File: src/rtl/dmem_access_ctrl_if.sv
// Handshaked data-memory bus between the MEM-stage access controller and data memory.
// The controller drives requests; the memory returns ready and read data.
interface dmem_access_ctrl_if;
    logic        mem_req;
    logic        mem_we;
    logic [31:0] mem_addr;
    logic [31:0] mem_wdata;
    logic [3:0]  mem_wstrb;
    logic        mem_ready;
    logic [31:0] mem_rdata;

    modport master (
        output mem_req, mem_we, mem_addr, mem_wdata, mem_wstrb,
        input  mem_ready, mem_rdata
    );

    modport slave (
        input  mem_req, mem_we, mem_addr, mem_wdata, mem_wstrb,
        output mem_ready, mem_rdata
    );
endinterface

File: src/rtl/dmem_access_ctrl.sv
// MEM-stage load/store sequencer: issues one request/ready transaction per access, stalls the
// pipeline while it is outstanding, and handles lane alignment, extension, misalign and timeout.
module dmem_access_ctrl #(
    parameter int unsigned MAX_WAIT = 255
) (
    input  logic                       clk,
    input  logic                       rst,
    input  logic                       RegWrite_M,
    input  logic                       MemWrite_M,
    input  logic [1:0]                 ResultSrc_M,
    input  logic [1:0]                 SizeSrc_M,
    input  logic                       LoadSign_M,
    input  logic [31:0]                ALUResult_M,
    input  logic [31:0]                WriteData_M,
    dmem_access_ctrl_if.master         bus,
    output logic [31:0]                ReadData_M,
    output logic                       RegWrite_M_out,
    output logic                       Stall_M,
    output logic                       MisalignFault,
    output logic                       BusError
);

    localparam int unsigned CntW = $clog2(MAX_WAIT + 1);
    localparam logic [CntW-1:0] MaxCnt  = CntW'(MAX_WAIT);
    localparam logic [CntW-1:0] LastCnt = CntW'(MAX_WAIT - 1);

    typedef enum logic [1:0] {StIdle, StBusy, StDone} state_e;

    state_e          state_q, state_d;
    logic            req_q, req_d;
    logic            we_q, we_d;
    logic [31:0]     addr_q, addr_d;
    logic [31:0]     wdata_q, wdata_d;
    logic [3:0]      wstrb_q, wstrb_d;
    logic [1:0]      size_q, size_d;
    logic            sign_q, sign_d;
    logic [1:0]      off_q, off_d;
    logic [CntW-1:0] wait_q, wait_d;
    logic [31:0]     rdata_q, rdata_d;
    logic            misalign_q, misalign_d;
    logic            buserr_q, buserr_d;

    logic        mem_op;
    logic        misaligned;
    logic        in_idle;
    logic [3:0]  st_strb;
    logic [31:0] st_data;
    logic [7:0]  byte_lane;
    logic [15:0] half_lane;
    logic [31:0] load_fmt;

    assign mem_op     = MemWrite_M | (ResultSrc_M == 2'b01);
    assign misaligned = ((SizeSrc_M == 2'b01) & ALUResult_M[0]) |
                        (SizeSrc_M[1] & (ALUResult_M[1:0] != 2'b00));
    assign in_idle    = (state_q == StIdle);

    assign Stall_M        = (in_idle & mem_op & ~misaligned) | (state_q == StBusy);
    assign RegWrite_M_out = RegWrite_M & ~Stall_M & ~(in_idle & mem_op & misaligned);

    // Store lanes are replicated so the strobes alone pick the bytes written.
    always_comb begin
        st_strb = 4'b1111;
        st_data = WriteData_M;
        case (SizeSrc_M)
            2'b00: begin
                st_strb = 4'b0001 << ALUResult_M[1:0];
                st_data = {4{WriteData_M[7:0]}};
            end
            2'b01: begin
                st_strb = 4'b0011 << ALUResult_M[1:0];
                st_data = {2{WriteData_M[15:0]}};
            end
            default: begin
                st_strb = 4'b1111;
                st_data = WriteData_M;
            end
        endcase
    end

    always_comb begin
        byte_lane = bus.mem_rdata[7:0];
        case (off_q)
            2'd0:    byte_lane = bus.mem_rdata[7:0];
            2'd1:    byte_lane = bus.mem_rdata[15:8];
            2'd2:    byte_lane = bus.mem_rdata[23:16];
            default: byte_lane = bus.mem_rdata[31:24];
        endcase
        half_lane = off_q[1] ? bus.mem_rdata[31:16] : bus.mem_rdata[15:0];
        case (size_q)
            2'b00:   load_fmt = {{24{sign_q & byte_lane[7]}}, byte_lane};
            2'b01:   load_fmt = {{16{sign_q & half_lane[15]}}, half_lane};
            default: load_fmt = bus.mem_rdata;
        endcase
    end

    always_comb begin
        state_d    = state_q;
        req_d      = req_q;
        we_d       = we_q;
        addr_d     = addr_q;
        wdata_d    = wdata_q;
        wstrb_d    = wstrb_q;
        size_d     = size_q;
        sign_d     = sign_q;
        off_d      = off_q;
        wait_d     = wait_q;
        rdata_d    = rdata_q;
        misalign_d = 1'b0;
        buserr_d   = 1'b0;
        unique case (state_q)
            StIdle: begin
                if (mem_op && misaligned) begin
                    misalign_d = 1'b1;
                end else if (mem_op) begin
                    state_d = StBusy;
                    req_d   = 1'b1;
                    we_d    = MemWrite_M;
                    addr_d  = {ALUResult_M[31:2], 2'b00};
                    wdata_d = st_data;
                    wstrb_d = MemWrite_M ? st_strb : 4'b0000;
                    size_d  = SizeSrc_M;
                    sign_d  = LoadSign_M;
                    off_d   = ALUResult_M[1:0];
                    wait_d  = '0;
                end
            end
            StBusy: begin
                if (wait_q != MaxCnt) begin
                    wait_d = wait_q + CntW'(1);
                end
                // A ready arriving on the final count takes priority over the timeout.
                if (bus.mem_ready) begin
                    state_d = StDone;
                    req_d   = 1'b0;
                    wait_d  = wait_q;
                    if (!we_q) begin
                        rdata_d = load_fmt;
                    end
                end else if (wait_q >= LastCnt) begin
                    state_d  = StDone;
                    req_d    = 1'b0;
                    buserr_d = 1'b1;
                    rdata_d  = '0;
                end
            end
            StDone: begin
                state_d = StIdle;
            end
            default: begin
                state_d = StIdle;
                req_d   = 1'b0;
            end
        endcase
    end

    always_ff @(posedge clk or negedge rst) begin
        if (!rst) begin
            state_q    <= StIdle;
            req_q      <= 1'b0;
            we_q       <= 1'b0;
            addr_q     <= '0;
            wdata_q    <= '0;
            wstrb_q    <= '0;
            size_q     <= '0;
            sign_q     <= 1'b0;
            off_q      <= '0;
            wait_q     <= '0;
            rdata_q    <= '0;
            misalign_q <= 1'b0;
            buserr_q   <= 1'b0;
        end else begin
            state_q    <= state_d;
            req_q      <= req_d;
            we_q       <= we_d;
            addr_q     <= addr_d;
            wdata_q    <= wdata_d;
            wstrb_q    <= wstrb_d;
            size_q     <= size_d;
            sign_q     <= sign_d;
            off_q      <= off_d;
            wait_q     <= wait_d;
            rdata_q    <= rdata_d;
            misalign_q <= misalign_d;
            buserr_q   <= buserr_d;
        end
    end

    assign bus.mem_req   = req_q;
    assign bus.mem_we    = we_q;
    assign bus.mem_addr  = addr_q;
    assign bus.mem_wdata = wdata_q;
    assign bus.mem_wstrb = wstrb_q;
    assign ReadData_M    = rdata_q;
    assign MisalignFault = misalign_q;
    assign BusError      = buserr_q;

endmodule
File: src/flat_wrapper.sv
// flat-port wrapper written by rule: the top's interface ports become plain ports
module dmem_access_ctrl_flat 
#(
    parameter int unsigned MAX_WAIT = 255
)
  (clk, rst, RegWrite_M, MemWrite_M, ResultSrc_M, SizeSrc_M, LoadSign_M, ALUResult_M, WriteData_M, ReadData_M, RegWrite_M_out, Stall_M, MisalignFault, BusError, bus_mem_req, bus_mem_we, bus_mem_addr, bus_mem_wdata, bus_mem_wstrb, bus_mem_ready, bus_mem_rdata);
  dmem_access_ctrl_if bus_i ();
  input  logic clk;
  input  logic rst;
  input  logic RegWrite_M;
  input  logic MemWrite_M;
  input  logic [1:0] ResultSrc_M;
  input  logic [1:0] SizeSrc_M;
  input  logic LoadSign_M;
  input  logic [31:0] ALUResult_M;
  input  logic [31:0] WriteData_M;
  output logic [31:0] ReadData_M;
  output logic RegWrite_M_out;
  output logic Stall_M;
  output logic MisalignFault;
  output logic BusError;
  output wire logic [$bits(bus_i.mem_req)-1:0] bus_mem_req;
  output wire logic [$bits(bus_i.mem_we)-1:0] bus_mem_we;
  output wire logic [$bits(bus_i.mem_addr)-1:0] bus_mem_addr;
  output wire logic [$bits(bus_i.mem_wdata)-1:0] bus_mem_wdata;
  output wire logic [$bits(bus_i.mem_wstrb)-1:0] bus_mem_wstrb;
  input wire logic [$bits(bus_i.mem_ready)-1:0] bus_mem_ready;
  input wire logic [$bits(bus_i.mem_rdata)-1:0] bus_mem_rdata;
  assign bus_mem_req = bus_i.mem_req;
  assign bus_mem_we = bus_i.mem_we;
  assign bus_mem_addr = bus_i.mem_addr;
  assign bus_mem_wdata = bus_i.mem_wdata;
  assign bus_mem_wstrb = bus_i.mem_wstrb;
  assign bus_i.mem_ready = bus_mem_ready;
  assign bus_i.mem_rdata = bus_mem_rdata;
  dmem_access_ctrl #(.MAX_WAIT(MAX_WAIT)) u_core (.clk(clk), .rst(rst), .RegWrite_M(RegWrite_M), .MemWrite_M(MemWrite_M), .ResultSrc_M(ResultSrc_M), .SizeSrc_M(SizeSrc_M), .LoadSign_M(LoadSign_M), .ALUResult_M(ALUResult_M), .WriteData_M(WriteData_M), .bus(bus_i), .ReadData_M(ReadData_M), .RegWrite_M_out(RegWrite_M_out), .Stall_M(Stall_M), .MisalignFault(MisalignFault), .BusError(BusError));
endmodule
File: config.mk
export PLATFORM = sky130hd
export DESIGN_NAME = dmem_access_ctrl_flat
export DESIGN_NICKNAME = d
export VERILOG_FILES = /design/src/rtl/dmem_access_ctrl_if.sv /design/src/rtl/dmem_access_ctrl.sv /design/src/flat_wrapper.sv
export SDC_FILE = /design/constraint.sdc
export NUM_CORES = 1
export LEC_CHECK = 0
export BUFFER_PORTS_ARGS = -buffer_cell sky130_fd_sc_hd__buf_2
export CAP_MARGIN = 20
export CORE_UTILIZATION = 35
export DETAILED_ROUTE_END_ITERATION = 7
export HOLD_SLACK_MARGIN = 0.08
export PLACE_DENSITY = 0.6
export SETUP_SLACK_MARGIN = 0.05
export SYNTH_ARGS = -nofsm -noshare
export SYNTH_HDL_FRONTEND = slang
export SYNTH_SLANG_ARGS = --single-unit
File: constraint.sdc
create_clock -name clk -period 5.25 [get_ports clk]
set_clock_uncertainty 0.15 [all_clocks]
set_input_delay 1.05 -clock clk [delete_from_list [all_inputs] [get_ports clk]]
set_output_delay 1.05 -clock clk [all_outputs]
set_load 0.02 [all_outputs]
==> summary.txt, run 1 <==
=========================================================================================
Diodes inserted                                                                         0
DRT Wirelength                                                                  14,200 um
Final critical path time including I/O delays and setup                           3.37 ns
Standard cell area after detailed placement                                     6600 um^2
Largest net degree at the start of global routing                                     104
Destination of the critical timing path                                           Stall_M
Routed length on met2                                                             6860 um
Critical path endpoint category                                              primary output
Number of buffers inserted by port buffering                                          209
End of the worst register-to-register path                                   u_core.ReadData_M[10]
DRC Markers                                                                             0
Class of the most critical hold timing path                                    reg -> reg
Run status                                                                      completed
WP data required                                                                  4.05 ns
Number of levels the H-tree was split into                                              4
Crit path top cell by count                                                         buf_2
Proportion of register bits with asynchronous set or reset after synthesis           100%
Startpoint of the lowest-slack hold path                                     u_core.ReadData_M[8]
ANT nets after route                                                                    0
Number of distinct library cells after synthesis                                       57
Maximum buffer depth of the clock tree                                                  2
Floorplan die area                                                            16,200 um^2
Number of endpoints failing setup at the final stage                                    0
Uppermost layer routed                                                               met4
Class of the most critical setup path                                           in -> out
Slowest Stage Delay on Critical Path                                              0.49 ns
Timing startpoint of the critical path                                       SizeSrc_M[1]
Amount of wire on met3 after detailed routing                                     1110 um
Clock buffers created by TritonCTS                                                     17
Average wire length per cell after detail routing                                 16.0 um
Total track usage                                                                   18.7%
Slowest CP cell                                                                     buf_2
Worst Reg2Reg Path Length in Cells                                                      6
Effective utilization at floorplan                                                  35.9%
Total area of multi-input combinational cells                                   2310 um^2
Post-DP HPWL                                                                    10,300 um
Fill cells                                                                          1,440
Crit path arrival time                                                            2.17 ns
Number of setup buffers added after CTS                                                 0
Number of flops mapped to enable cells by yosys                                         0
End-of-flow core utilization                                                        47.1%
Layout net count                                                                      773
Layout cells sized above 1                                                          39.1%
Highest net fanout along the worst path                                                30
Initial detailed-routing violation count                                              150
Most instantiated flip-flop cell in the synthesis netlist                         dfrtp_1
Insertion delay of the later-clocked pin in the worst-skew pair                   0.41 ns
Final estimated routing congestion in global placement                              0.799
Setup slack, reg-to-reg                                                           2.87 ns
WHS                                                                              0.323 ns
Crit Reg-Reg Startpoint                                                      u_core.wait_q[0]
Pwr per Cell Area                                                             564 nW/um^2
Final hold vios                                                                         0
Setup slack after layout                                                          1.88 ns
Number of antenna violations at the first check in global routing                       0
Final cycle utilization of the critical path                                        64.2%
Static leakage power                                                              3.56 nW
Register clock-pin slew on the reported worst setup and hold paths                0.05 ns
Site row count                                                                         45
Vertical die dimension                                                             127 um
Post-placement worst setup slack                                                  1.71 ns
Netlist area before placement                                                   5480 um^2
Vias in the first global route                                                      4,645
Gr ovfl total                                                                           0
Number of search-and-repair iterations in the first detailed-routing pass               4
Overall die width                                                                  127 um
Cells traversed along the worst timing path                                  buf_2, a21oi_1, o221ai_4, nand2_1, buf_2
Slew margin rel.                                                                    28.6%
Unrepaired setup endpoints after global routing                                        no
Seq/Total Area, Yosys                                                               53.4%
Clock tree from TritonCTS                                                             yes
Max IR drop VDD                                                                  0.284 mV
Final-report max-slew violation count                                                   0
Area of the core region                                                       15,300 um^2
Number of vias per cell after detailed routing                                       4.94
M1 wire length                                                                    6120 um
Vias post-DR                                                                        4,387
Number of buffers inserted by hold repair at cts                                        0
Timing-limited maximum frequency                                                  297 MHz
Post-route standard cell area excluding fillers                                 7180 um^2
Post-Route Setup TNS                                                                 0 ns
Cells after Synth                                                                     468
Count of maximum capacitance violations                                                 0
Global-route wire length before repair                                          23,600 um
Kind of start point of the critical path                                     primary input
Layout overhead on the synthesized area                                             31.1%
Worst slew pin tran                                                               1.07 ns
#FFs+latches synth                                                                    117
Clock sink count                                                                      117
Synth Warn #                                                                            0
Resized Gates After CTS                                                                 0
Ports                                                                                 212
Clock root buffer                                                               clkbuf_16
Post-Synthesis Mean Instance Area                                               11.7 um^2
Seq. cell area                                                                  2930 um^2
=========================================================================================
## worst min-delay path by stage
stage                                     to  slack, ns  cells past startpoint
floorplan                   u_core.wait_q[3]       0.31                      1
global placement    u_core.bus.mem_wdata[22]       0.31                      2
detailed placement  u_core.bus.mem_wdata[28]       0.32                      2
CTS                 u_core.bus.mem_wdata[28]       0.33                      2
global route        u_core.bus.mem_wdata[11]       0.35                      2
finish                  u_core.ReadData_M[8]       0.32                      2
## critical path, delay by kind of cell
family | cells | cell delay (ns)
compound gates | 2 | 0.40
buf+inv | 2 | 0.65
simple gates | 1 | 0.07
## power by group
part | total [W] | switching, W | internal, W
clock | 0.00115 | 0.000398 | 0.000753
sequential | 0.00149 | 0.000245 | 0.00124
combinational | 0.00141 | 0.000847 | 0.000563
total | 0.00405 | 0.00149 | 0.00256
## layer usage
layer  GRT usage (%)  vias to the layer above
li1                -                     2086
met5               0                        -
met3            6.83                       11
met2            30.6                      169
met4            6.51                        0
met1            22.7                     2121
## registers in the layout (all words and copies together), names as in the netlist, 2 cells and up
signal and flops:
u_core.wait_q 8, u_core.bus.mem_addr 30, u_core.off_q 2, u_core.ReadData_M 32, u_core.size_q 2, u_core.state_q 2
u_core.bus.mem_wdata 32, u_core.bus.mem_wstrb 4
## metrics by stage
stage                     instances  total power (W)
after floorplan                 469          0.00240
after global placement          857          0.00289
after detailed placement        857          0.00293
after CTS                       888          0.00410
after global routing            888          0.00430
final                           888          0.00405
## logic make-up after synthesis
kind of cell,after synthesis,share of synthesized area (%)
AO/OA/AOI/OAI,106,14.1
buffers and inverters,42,4.70
flip-flops,117,53.4
adder cells (fa/ha/maj),2,0.457
other,1,0.0684
XOR/XNOR,1,0.160
multiplexers,84,16.6
AND/OR/NAND/NOR,115,10.6
## cells in the final DEF, fill, tap and decap left out, types with 2 or more instances in the layout
master,n
a32o_1,6
nor2_1,22
clkbuf_1,4
clkbuf_16,17
a22oi_1,6
a211oi_1,2
a31oi_1,4
o211ai_1,2
a221o_1,17
o21ai_0,34
and2_1,9
nand2_1,52
inv_1,7
a21oi_1,12
and2_4,2
a22o_1,3
dfrtp_1,117
nand4_1,2
clkinv_2,3
and4_1,2
buf_2,208
clkinvlp_4,2
nor2b_1,6
nor3_1,5
mux2_2,14
buf_4,4
mux2_1,29
and3_1,4
ha_1,2
mux2i_1,40
o21ai_1,6
nand2b_1,2
conb_1,2
bufinv_16,3
nor3b_1,2
## cells in the mapped netlist (3+ instances only)
master | number | area [um^2]
dfrtp_1 | 117 | 2930
nand2_1 | 52 | 195
mux2i_1 | 40 | 400
o21ai_0 | 34 | 170
mux2_1 | 29 | 327
nor2_1 | 22 | 82.6
a221o_1 | 17 | 170
buf_2 | 14 | 70.1
mux2_2 | 14 | 158
a21oi_1 | 12 | 60.1
and2_1 | 9 | 56.3
buf_6 | 7 | 78.8
clkbuf_1 | 7 | 26.3
inv_1 | 7 | 26.3
a22oi_1 | 6 | 45.0
a32o_1 | 6 | 60.1
nor2b_1 | 6 | 37.5
o21ai_1 | 6 | 30.0
buf_4 | 5 | 37.5
nor3_1 | 5 | 25.0
a31oi_1 | 4 | 25.0
and3_1 | 4 | 25.0
a22o_1 | 3 | 26.3
## final cells by class
class | instances | share of cell area [%]
Clock buffer | 22 | 6.33
Clock inverter | 9 | 1.79
Inverter | 7 | 0.366
Multi-Input combinational cell | 310 | 32.1
Sequential cell | 117 | 40.8
Tap cell | 211 | 3.68
Timing Repair Buffer | 212 | 14.9
Power figures use the tool's default switching activity.
==> run 2: changes to the inputs <==
Settings changed: PLACE_DENSITY 0.6 to 0.62.
Clock period 5.25 ns to 3 ns, I/O delays scaled along.
==> summary.txt, run 2 (synthesis gave the netlist of run 1 again) <==
========================================================================================
Insertion delay of the later-clocked pin in the worst-skew pair                  0.42 ns
Site row count                                                                        45
Final hold vios                                                                        0
Post-route standard cell area excluding fillers                                7300 um^2
Number of vias per cell after detailed routing                                      4.98
Sw Ratio                                                                           37.6%
Number of setup buffers added after CTS                                                0
Slowest CP cell                                                                  dfrtp_1
CP top delay family                                                         simple AND/OR/NAND/NOR gates
Pwr per Cell Area                                                            986 nW/um^2
Clock sink count                                                                     117
Global-route track usage on met3                                                   6.24%
Overall die width                                                                 127 um
Timing-limited maximum frequency                                                 399 MHz
Most used cells in the layout excluding fill and tap cells                  208 x buf_2, 117 x dfrtp_1, 52 x nand2_1, 40 x mux2i_1, 34 x o21ai_0
Maximum buffer depth of the clock tree                                                 2
Final cycle utilization of the critical path                                       83.6%
Highest net fanout along the worst path                                                7
Setup slack after layout                                                        0.493 ns
Class of the most critical hold timing path                                    in -> reg
Max IR drop VDD                                                                 0.533 mV
WP data required                                                                 2.25 ns
Post-placement worst setup slack                                                0.593 ns
Diodes inserted                                                                        0
Vias post-DR                                                                       4,473
Initial detailed-routing violation count                                             228
Post-Route Setup TNS                                                                0 ns
Area of the core region                                                      15,300 um^2
Slew margin rel.                                                                   56.3%
CP Buf/Inv Count                                                                       1
Met1 Resource Use GR                                                               22.8%
Final critical path time including I/O delays and setup                          2.51 ns
Total track usage                                                                  18.5%
Gr ovfl total                                                                          0
Ports                                                                                212
Layout overhead on the synthesized area                                            33.2%
Crit path arrival time                                                           1.76 ns
Cells traversed along the worst timing path                                 nor2_1, o21ai_0, and3_1, buf_2
Critical path endpoint category                                             primary output
Run status                                                                     completed
Vertical die dimension                                                            127 um
Count of maximum capacitance violations                                                0
Number of levels the H-tree was split into                                             4
DRT Wirelength                                                                 14,400 um
Routing layer with the top usage in global route                                    met2
Slowest Stage Delay on Critical Path                                             0.44 ns
Effective utilization at floorplan                                                 35.9%
Number of buffers inserted by port buffering                                         209
Switching power                                                                0.00270 W
Static leakage power                                                             3.62 nW
Average wire length per cell after detail routing                                16.1 um
Clock buffers created by TritonCTS                                                    17
Floorplan die area                                                           16,200 um^2
Global-route wire length before repair                                         23,100 um
ANT nets after route                                                                   0
Register clock-pin slew on the reported worst setup and hold paths               0.06 ns
Layout cells sized above 1                                                         40.5%
Worst slew pin tran                                                             0.655 ns
Layout net count                                                                     782
Kind of start point of the critical path                                            flop
Clock root buffer                                                              clkbuf_16
Class of the most critical setup path                                         reg -> out
Unrepaired setup endpoints after global routing                                       no
Vias in the first global route                                                     4,576
Part of the power in combinational logic                                           35.4%
Post-DP HPWL                                                                   10,400 um
Largest net degree at the start of global routing                                     85
Final estimated routing congestion in global placement                             0.775
Final-report max-slew violation count                                                  0
Clock share of power                                                               29.0%
Cell-internal power                                                            0.00449 W
Number of antenna violations at the first check in global routing                      1
Clock tree from TritonCTS                                                            yes
Proportion of power drawn by flip-flops and latches                                35.6%
Number of search-and-repair iterations in the first detailed-routing pass              4
DRC Markers                                                                            0
Global-route track usage on met2                                                   29.5%
Standard cell area after detailed placement                                    6680 um^2
Most common library cell in the layout ignoring fill and taps                      buf_2
Number of endpoints failing setup at the final stage                                   0
========================================================================================
[run 2: cell types whose count changed in the layout (fill, tap and decap cells not counted)]
| cell | before | now |
|---|---|---|
| clkinv_4 | 1 | 5 |
| clkinvlp_4 | 2 | 4 |
| buf_4 | 4 | 10 |
| buf_12 | 0 | 2 |
| clkinv_2 | 3 | 2 |
| clkbuf_1 | 4 | 0 |
| clkbuf_8 | 1 | 0 |
| inv_6 | 0 | 1 |
| dlygate4sd3_1 | 0 | 1 |
[run 2: repair_timing]
action / in CTS / in global routing
hold buffers: 1 / 0
setup endpoints to repair: 0 / 0
gates resized for setup: 0 / 0
endpoints found under the hold margin: 1 / 0
[run 2: per-stage QoR]
| stage | cells | util (%) | hold slack [ns] | power, W |
|---|---|---|---|---|
| after floorplan | 469 | - | 0.154 | 0.00421 |
| after global placement | 865 | 43.8 | 0.310 | 0.00510 |
| after detailed placement | 865 | 43.8 | 0.308 | 0.00516 |
| after CTS | 898 | 47.8 | 0.231 | 0.00727 |
| after global routing | 898 | 47.8 | 0.230 | 0.00759 |
| final | 898 | 47.8 | 0.235 | 0.00720 |
[run 2: power by group through the flow]
stage | Sequential, W | Clock [W] | Combinational [W]
finish | 0.00256 | 0.00209 | 0.00255
global route | 0.00265 | 0.00219 | 0.00276
CTS | 0.00257 | 0.00212 | 0.00259
detailed placement | 0.00257 | 0 | 0.00259
global placement | 0.00256 | 0 | 0.00254
floorplan | 0.00319 | 0 | 0.00102
[run 2: cell type report]
cell class | instances | area, um^2
Inverter | 7 | 26.3
Timing Repair Buffer | 221 | 1170
Sequential cell | 117 | 2930
Multi-Input combinational cell | 310 | 2310
Clock buffer | 17 | 425
Tap cell | 211 | 264
Clock inverter | 15 | 183
Fill cell | 1446 | 7960
[run 2: worst reg2reg max path, cell delays in order (launching register included)]
cell,delay [ns]
dfrtp_1,0.45
nand4bb_2,0.37
a211oi_2,0.25
and4_1,0.61
a221o_1,0.21
[run 2: final timing paths]
| kind | from | endpoint | slack (ns) | cells after the start |
|---|---|---|---|---|
| hold / removal | ALUResult_M[20] | u_core.bus.mem_addr[20] | 0.23 | 2 |
| min in group asynchronous | rst | u_core.ReadData_M[30] | 0.61 | 2 |
| setup reg to reg | u_core.state_q[1] | u_core.ReadData_M[21] | 0.89 | 4 |
| hold reg to reg | u_core.ReadData_M[8] | u_core.ReadData_M[8] | 0.32 | 2 |
| setup / recovery | u_core.state_q[0] | RegWrite_M_out | 0.49 | 4 |
| max in group asynchronous | rst | u_core.bus.mem_wdata[0] | 1.38 | 3 |
[run 2: metal layers]
layer / vias up / wire length, um
met3: 21 / 1150
li1: 2107 / -
met4: 0 / 259
met5: - / 0
met1: 2177 / 6230
met2: 168 / 6790
